[src/rtl/pulse_width_encoder_pkg.sv]
// ---------------------------------------------------------------------------
// pulse_width_encoder_pkg
// Shared types and constants for the pulse width encoder slice.
//   LATENCY  : cycles from a DIN_VALID sample to its DOUT_VALID output
//   state_t  : frame sequencer states
//   idx_t    : duty-table index (intensity * modulation)
//   pw_t     : pulse width / phase byte
//   tr_idx_t : transducer index within a frame
// ---------------------------------------------------------------------------
package pulse_width_encoder_pkg;

  localparam int LATENCY = 4;

  typedef enum logic [1:0] {
    IDLE  = 2'd0,
    RUN   = 2'd1,
    DRAIN = 2'd2
  } state_t;

  typedef logic [15:0] idx_t;
  typedef logic [7:0]  pw_t;
  typedef logic [7:0]  tr_idx_t;

endpackage

[src/rtl/pwe_delay_line.sv]
// ---------------------------------------------------------------------------
// pwe_delay_line
// Fixed-length shift register that keeps sample side-band data (valid,
// phase, frame-start flag) in step with the duty-table read latency.
// Ports:
//   CLK, RST_N : clock, asynchronous active-low reset (clears every stage)
//   din        : word entering stage 0
//   dout       : word leaving the last stage
//   lsb_taps   : bit 0 of every stage; the caller packs its valid bit there
//                so it can tell which stages still hold a live sample
// ---------------------------------------------------------------------------
module pwe_delay_line #(
  parameter int WIDTH  = 1,
  parameter int LENGTH = 1
) (
  input  logic              CLK,
  input  logic              RST_N,
  input  logic [WIDTH-1:0]  din,
  output logic [WIDTH-1:0]  dout,
  output logic [LENGTH-1:0] lsb_taps
);

  logic [WIDTH-1:0] stage_r [LENGTH];

  // Shift every stage one place per clock; reset empties the line at once.
  always_ff @(posedge CLK or negedge RST_N) begin
    if (!RST_N) begin
      for (int i = 0; i < LENGTH; i++) begin
        stage_r[i] <= '0;
      end
    end else begin
      stage_r[0] <= din;
      for (int i = 1; i < LENGTH; i++) begin
        stage_r[i] <= stage_r[i-1];
      end
    end
  end

  // Expose the per-stage valid bits.
  always_comb begin
    lsb_taps = '0;
    for (int i = 0; i < LENGTH; i++) begin
      lsb_taps[i] = stage_r[i][0];
    end
  end

  assign dout = stage_r[LENGTH-1];

endmodule

[src/rtl/pulse_width_encoder.sv]
// ---------------------------------------------------------------------------
// pulse_width_encoder
// Turns per-transducer intensity/modulation into a duty-table index, reads
// the pulse width back from the table and emits it together with the
// transducer's phase and index, LATENCY cycles after the sample arrived.
//
// Optional build macro: PULSE_WIDTH_ENCODER_FRAME_CHECK_EN
//   defined   : a gap inside a frame is a short frame -> ERR pulse, the
//               input index restarts at 0
//   undefined : ERR is 0, gaps are tolerated and the index resumes
//
// Ports:
//   CLK, RST_N        : clock, asynchronous active-low reset
//   DIN_VALID         : one transducer sample per high cycle
//   INTENSITY_IN      : transducer intensity
//   PHASE_IN          : transducer phase
//   MOD_IN            : frame modulation value
//   DUTY_TABLE_IDX    : table index to the duty-table port (IDX)
//   DUTY_TABLE_VALUE  : table data from the duty-table port (VALUE)
//   DOUT_VALID        : output sample valid
//   PULSE_WIDTH_OUT   : table value for the transducer
//   PHASE_OUT         : phase aligned with PULSE_WIDTH_OUT
//   DOUT_IDX          : transducer index of the output sample
//   BUSY              : a frame is open or a sample is in flight
//   ERR               : one-cycle short-frame pulse
// ---------------------------------------------------------------------------
module pulse_width_encoder
  import pulse_width_encoder_pkg::*;
#(
  parameter int DEPTH       = 249,
  parameter int MEM_LATENCY = 2
) (
  input  logic        CLK,
  input  logic        RST_N,
  input  logic        DIN_VALID,
  input  logic [7:0]  INTENSITY_IN,
  input  logic [7:0]  PHASE_IN,
  input  logic [7:0]  MOD_IN,
  output logic [15:0] DUTY_TABLE_IDX,
  input  logic [7:0]  DUTY_TABLE_VALUE,
  output logic        DOUT_VALID,
  output logic [7:0]  PULSE_WIDTH_OUT,
  output logic [7:0]  PHASE_OUT,
  output logic [7:0]  DOUT_IDX,
  output logic        BUSY,
  output logic        ERR
);

  // Side-band word through the delay line: {phase, frame_start, valid}.
  localparam int LINE_W = 10;
  // Marks the last delay stage; its sample leaves the line next clock.
  localparam logic [MEM_LATENCY-1:0] LAST_MASK =
    MEM_LATENCY'(1'b1) << (MEM_LATENCY - 1);

  state_t                 state_r;
  state_t                 state_next_s;
  tr_idx_t                in_cnt_r;
  tr_idx_t                out_cnt_r;
  tr_idx_t                out_idx_s;
  tr_idx_t                out_cnt_next_s;
  idx_t                   idx_r;
  pw_t                    phase0_r;
  logic                   v0_r;
  logic                   sof0_r;
  logic                   last_in_s;
  logic                   short_frame_s;
  logic                   pending_s;
  logic                   busy_s;
  logic [LINE_W-1:0]      line_in_s;
  logic [LINE_W-1:0]      line_out_s;
  logic [MEM_LATENCY-1:0] line_v_s;
  logic                   v_d_s;
  logic                   sof_d_s;
  pw_t                    phase_d_s;

  assign last_in_s = (in_cnt_r == tr_idx_t'(DEPTH - 1));

`ifdef PULSE_WIDTH_ENCODER_FRAME_CHECK_EN
  // A gap while the frame is part-way through is flagged in the same cycle.
  assign short_frame_s = !DIN_VALID && (in_cnt_r != 8'd0);
`else
  assign short_frame_s = 1'b0;
`endif

  // Input transducer counter: wraps seamlessly, restarts on a short frame.
  always_ff @(posedge CLK or negedge RST_N) begin
    if (!RST_N) begin
      in_cnt_r <= 8'd0;
    end else if (DIN_VALID) begin
      in_cnt_r <= last_in_s ? 8'd0 : in_cnt_r + 8'd1;
    end else if (short_frame_s) begin
      in_cnt_r <= 8'd0;
    end else begin
      in_cnt_r <= in_cnt_r;
    end
  end

  // Index stage: form the table index; IDX holds while no sample arrives.
  always_ff @(posedge CLK or negedge RST_N) begin
    if (!RST_N) begin
      idx_r    <= 16'd0;
      phase0_r <= 8'd0;
      sof0_r   <= 1'b0;
      v0_r     <= 1'b0;
    end else begin
      v0_r <= DIN_VALID;
      if (DIN_VALID) begin
        idx_r    <= 16'(INTENSITY_IN) * 16'(MOD_IN);
        phase0_r <= PHASE_IN;
        sof0_r   <= (in_cnt_r == 8'd0);
      end else begin
        idx_r    <= idx_r;
        phase0_r <= phase0_r;
        sof0_r   <= sof0_r;
      end
    end
  end

  assign DUTY_TABLE_IDX = idx_r;
  assign line_in_s      = {phase0_r, sof0_r, v0_r};

  pwe_delay_line #(
    .WIDTH  (LINE_W),
    .LENGTH (MEM_LATENCY)
  ) u_align (
    .CLK      (CLK),
    .RST_N    (RST_N),
    .din      (line_in_s),
    .dout     (line_out_s),
    .lsb_taps (line_v_s)
  );

  assign phase_d_s = line_out_s[9:2];
  assign sof_d_s   = line_out_s[1];
  assign v_d_s     = line_out_s[0];

  // Output index: restarts at each frame start so gaps never skew it.
  always_comb begin
    out_idx_s      = 8'd0;
    out_cnt_next_s = 8'd0;
    if (sof_d_s) begin
      out_idx_s = 8'd0;
    end else begin
      out_idx_s = out_cnt_r;
    end
    if (out_idx_s == tr_idx_t'(DEPTH - 1)) begin
      out_cnt_next_s = 8'd0;
    end else begin
      out_cnt_next_s = out_idx_s + 8'd1;
    end
  end

  // Output register: capture the table value when its sample arrives.
  always_ff @(posedge CLK or negedge RST_N) begin
    if (!RST_N) begin
      DOUT_VALID      <= 1'b0;
      PULSE_WIDTH_OUT <= 8'd0;
      PHASE_OUT       <= 8'd0;
      DOUT_IDX        <= 8'd0;
      out_cnt_r       <= 8'd0;
    end else if (v_d_s) begin
      DOUT_VALID      <= 1'b1;
      PULSE_WIDTH_OUT <= DUTY_TABLE_VALUE;
      PHASE_OUT       <= phase_d_s;
      DOUT_IDX        <= out_idx_s;
      out_cnt_r       <= out_cnt_next_s;
    end else begin
      DOUT_VALID      <= 1'b0;
      PULSE_WIDTH_OUT <= PULSE_WIDTH_OUT;
      PHASE_OUT       <= PHASE_OUT;
      DOUT_IDX        <= DOUT_IDX;
      out_cnt_r       <= out_cnt_r;
    end
  end

  // Samples that will still sit before the output register next cycle.
  assign pending_s = v0_r | (|(line_v_s & ~LAST_MASK));

  // Frame sequencer state register.
  always_ff @(posedge CLK or negedge RST_N) begin
    if (!RST_N) begin
      state_r <= IDLE;
    end else begin
      state_r <= state_next_s;
    end
  end

  // Frame sequencer next-state logic.
  always_comb begin
    state_next_s = state_r;
    case (state_r)
      IDLE: begin
        if (DIN_VALID) begin
          state_next_s = RUN;
        end else begin
          state_next_s = IDLE;
        end
      end
      RUN: begin
        if (DIN_VALID && last_in_s) begin
          state_next_s = DRAIN;
        end else if (short_frame_s) begin
          state_next_s = DRAIN;
        end else begin
          state_next_s = RUN;
        end
      end
      DRAIN: begin
        if (DIN_VALID) begin
          state_next_s = RUN;
        end else if (!pending_s) begin
          state_next_s = IDLE;
        end else begin
          state_next_s = DRAIN;
        end
      end
      default: begin
        state_next_s = IDLE;
      end
    endcase
  end

  // Frame sequencer outputs: busy while a frame is open or data in flight.
  always_comb begin
    busy_s = 1'b0;
    if (state_r != IDLE) begin
      busy_s = 1'b1;
    end else begin
      busy_s = v0_r | (|line_v_s);
    end
  end

  assign BUSY = busy_s;
  assign ERR  = short_frame_s;

endmodule

[config.mk]
export PLATFORM = sky130hd
export DESIGN_NAME = pulse_width_encoder
export DESIGN_NICKNAME = d
export VERILOG_FILES = /design/src/rtl/pulse_width_encoder_pkg.sv /design/src/rtl/pwe_delay_line.sv /design/src/rtl/pulse_width_encoder.sv
export SDC_FILE = /design/constraint.sdc
export NUM_CORES = 1
export LEC_CHECK = 0
export BUFFER_PORTS_ARGS = -buffer_cell sky130_fd_sc_hd__buf_2
export CAP_MARGIN = 25
export CORE_UTILIZATION = 35
export DETAILED_ROUTE_END_ITERATION = 10
export PLACE_DENSITY = 0.62
export SYNTH_ARGS = -nofsm -noshare
export SYNTH_HDL_FRONTEND = slang
export SYNTH_SLANG_ARGS = --single-unit
[constraint.sdc]
create_clock -name CLK -period 3.4 [get_ports CLK]
set_input_delay 1.02 -clock CLK [delete_from_list [all_inputs] [get_ports CLK]]
set_output_delay 1.02 -clock CLK [all_outputs]
set_load 0.005 [all_outputs]
==> summary.md <==
| Metric | Value |
|---|---|
| Clock transition at path regs | 0.06 ns |
| PwrDens | 684 nW/um2 |
| Syn Area/Cell | around 11 um2 |
| Post-synth EDFFs | 0 |
| Worst slew pin tran | about 0.52 ns |
| Area Growth Syn to Fin | 31.3% |
| FILL cells | 1,427 |
| # diodes | 0 |
| Yosys warning total | 0 |
| Top cells by area, synth | dfrtp_1 (41%), fa_1 (13%), ha_1 (9.2%) |
| Detail Route Antenna Nets | 0 |
| Crit. End Element | flip-flop |
| CP startpoint | MOD_IN[4] |
| Routed wire length | 11.2 mm |
| Hold Worst Slack | approximately 0.35 ns |
| Post-Synthesis Cells | between 400 and 500 |
| Top_reg_cell synth | dfrtp_1 |
| Rel. slew slack | 65.2% |
| Max-slew violations | 0 |
| CTS tree | built |
| Syn_nets | 600 |
| Post-DP HPWL | 8.46 mm |
| Nets@finish | a little over 700 |
| Drt pass-1 iters | 4 |
| Failing checks | negative setup slack |
| Fin crit share | 126% |
| Die Height | 127 um |
| RSZ-0062 raised after global routing | yes |
| R2R setup slack | 1.41 ns |
| Antenna violations before repair | 0 |
| Final hold violations | 0 |
| Global route overflow | 0 |
| Cell Rows | 45 |
| Die area | 16,100 um2 |
| H-tree depth | 3 |
| Pin count of the biggest net entering global routing | 76 |
| Top cell type's share of synthesized area | 40.8% |
| Die X | 127 um |
| Setup-failing EPs final | 11 |
| Final Util | 47.2% |
| Avg Vias per Cell | around 4.8 |
| Post-synth ARST share | 100% |
| Status | finished with violations |
| Final Skew | 0.00747 ns |
| Global-route usage over all layers | 14.6% |
| FF-to-FF Start | u_align.dout[1] |
| Flops & latches, synth | 89 |
| Multi-input gate area | 3280 um2 |
| WL/cell | 13.9 um |
| Synth Cell Area | 5460 um2 |
| Worst setup margin | -0.885 ns |
| Crit path launch type | input pin |
| Netlist cell types | 49 |
| Clock Tree Buf Depth | 2 |
| Num ports | 78 |
| Setup Crit Path Kind | in2reg |
| Clock buffer count from CTS | 9 |
| Worst VDD drop | between 0.2 and 0.3 mV |
| Largest area contributor in the netlist | dfrtp_1 |
| Register area share after synthesis | 40.8% |
| Leak | 0.00346 uW |
| Worst EP required | 3.62 ns |
| Via Count | 3,828 |
| Min-Delay Path Class | reg2reg |
| Final GP Congestion | 0.846 |
| Share of post-route cells with drive strength above 1 | 39.8% |
| Clock Sinks | about 90 |
| First-pass GRT wire length | 18.7 mm |
| Final min period | about 4.3 ns |
| Total of max-cap violations | 0 |
| Max Clk Rate | 233 MHz |
| Iteration-0 DRC Markers | 195 |
| Vias in the first global route | 3,975 |
| Starting Density | 35.9% |
| Crit path DAT | ~4.5 ns |
| Core area | 15,200 um2 |
| Hold_sp | u_align.stage_r[17] |
| Area occupied by registers | 2230 um2 |
| Root Buffer | clkbuf_16 |
| Detailed-route DRC error count | 0 |
| Worst-skew pair later-pin latency | around 0.33 ns |
| # port buffers | 76 |
| Crit path max fanout | 6 |
placed cells by master (no fill, tap or decap), types with 14 or more instances in the layout:
| master | synthesis | layout |
|---|---|---|
| buf_2 | 6 | 62 |
| buf_4 | 1 | 40 |
| mux2_2 | 38 | 32 |
| nand2_1 | 37 | 29 |
| inv_1 | 57 | 47 |
| and2_4 | 0 | 14 |
| ha_1 | 40 | 33 |
| and2_1 | 51 | 37 |
| dfrtp_1 | 89 | 89 |
| fa_1 | 36 | 31 |
synthesized netlist by cell type, types with 6 or more instances:
master and count:
nand2b_1 6, o21ai_0 13, buf_2 6, nand3_1 6, nand2_1 37, fa_1 36
inv_1 57, xnor2_1 11, and2_1 51, ha_1 40, dfrtp_1 89, mux2_2 38
nor2_1 13, a21oi_1 13
critical path, cell delays in order:
cell and delay, ns:
buf_8 0.11, and2_1 0.18, fa_1 0.47, fa_1 0.51
fa_1 0.51, inv_2 0.04, fa_1 0.48, inv_2 0.04
ha_4 0.23, a21oi_4 0.22, o211ai_4 0.14, a31oi_2 0.22
xnor2_1 0.08, mux2_4 0.25
timing repair:
action	CTS	global route
pin swaps	32	21
setup buffers	2	0
endpoints found under the setup margin	12	12
hold buffers	0	0
gates resized for setup	56	29
area by class of cell:
type	count	share of cell area (%)
multi-input combinational	332	45.7
sequential	89	31.1
timing repair buffer	121	12.1
clock buffer	10	3.33
tap	188	3.28
inverter	59	3.09
clock inverter	5	1.45
worst paths after layout:
path / to / cells after the start
max reg2reg: out_cnt_r[3] / 7
max in group asynchronous: u_align.dout[3] / 2
min: u_align.dout[7] / 0
max: DUTY_TABLE_IDX[12] / 14
min in group asynchronous: state_r[1] / 1
min reg2reg: u_align.dout[7] / 0
routing by layer:
metal  up-vias  global-route usage [%]  wire length, um  part of all wire, %
met3        15                    1.86              329                  2.9
met5         -                       0                0                    0
li1       1859                       -                -                    -
met4         0                    6.51              244                  2.2
met2        82                    25.2             5560                   50
met1      1872                    18.2             5020                   45
through the flow:
| step | std cells | TNS [ns] | setup slack, ns | instance area, um2 | total power (uW) |
|---|---|---|---|---|---|
| after floorplan | 489 | -7.65 | -0.926 | 5590 | 2800 |
| after global placement | 787 | -11.74 | -1.22 | 6500 | 3460 |
| after detailed placement | 787 | -12.05 | -1.30 | 6500 | 3500 |
| after CTS | 804 | -7.48 | -0.878 | 7060 | 4790 |
| after global routing | 804 | -8.76 | -1.03 | 7170 | 5260 |
| final | 804 | -7.56 | -0.885 | 7170 | 4900 |
report_power, final:
group          internal, uW  total (uW)  leakage [uW]  switching (uW)
Sequential             1310        1490       0.00106             185
Combinational          1200        2290       0.00224            1090
Clock                   733        1120      0.000169             387
Total                  3240        4900       0.00346            1660
kinds of logic after synthesis:
group / count (synthesis) / share of synthesized area, %
AO/OA/AOI/OAI: 58 / 6.94
XOR/XNOR: 15 / 2.41
adder cells (fa/ha/maj): 76 / 22.4
buffers and inverters: 68 / 4.88
flip-flops: 89 / 40.8
multiplexers: 41 / 8.57
other: 1 / 0.0687
AND/OR/NAND/NOR: 141 / 14.0
sequential cells by signal (all words and copies together) (netlist names):
register	cells
u_align.lsb_taps	1
DUTY_TABLE_IDX	16
PHASE_OUT	8
v0_r	1
out_cnt_r	8
u_align.dout	10
phase0_r	8
state_r	2
in_cnt_r	8
PULSE_WIDTH_OUT	8
sof0_r	1
DOUT_IDX	8
DOUT_VALID	1
u_align.stage_r	9
Power figures use the tool's default switching activity.
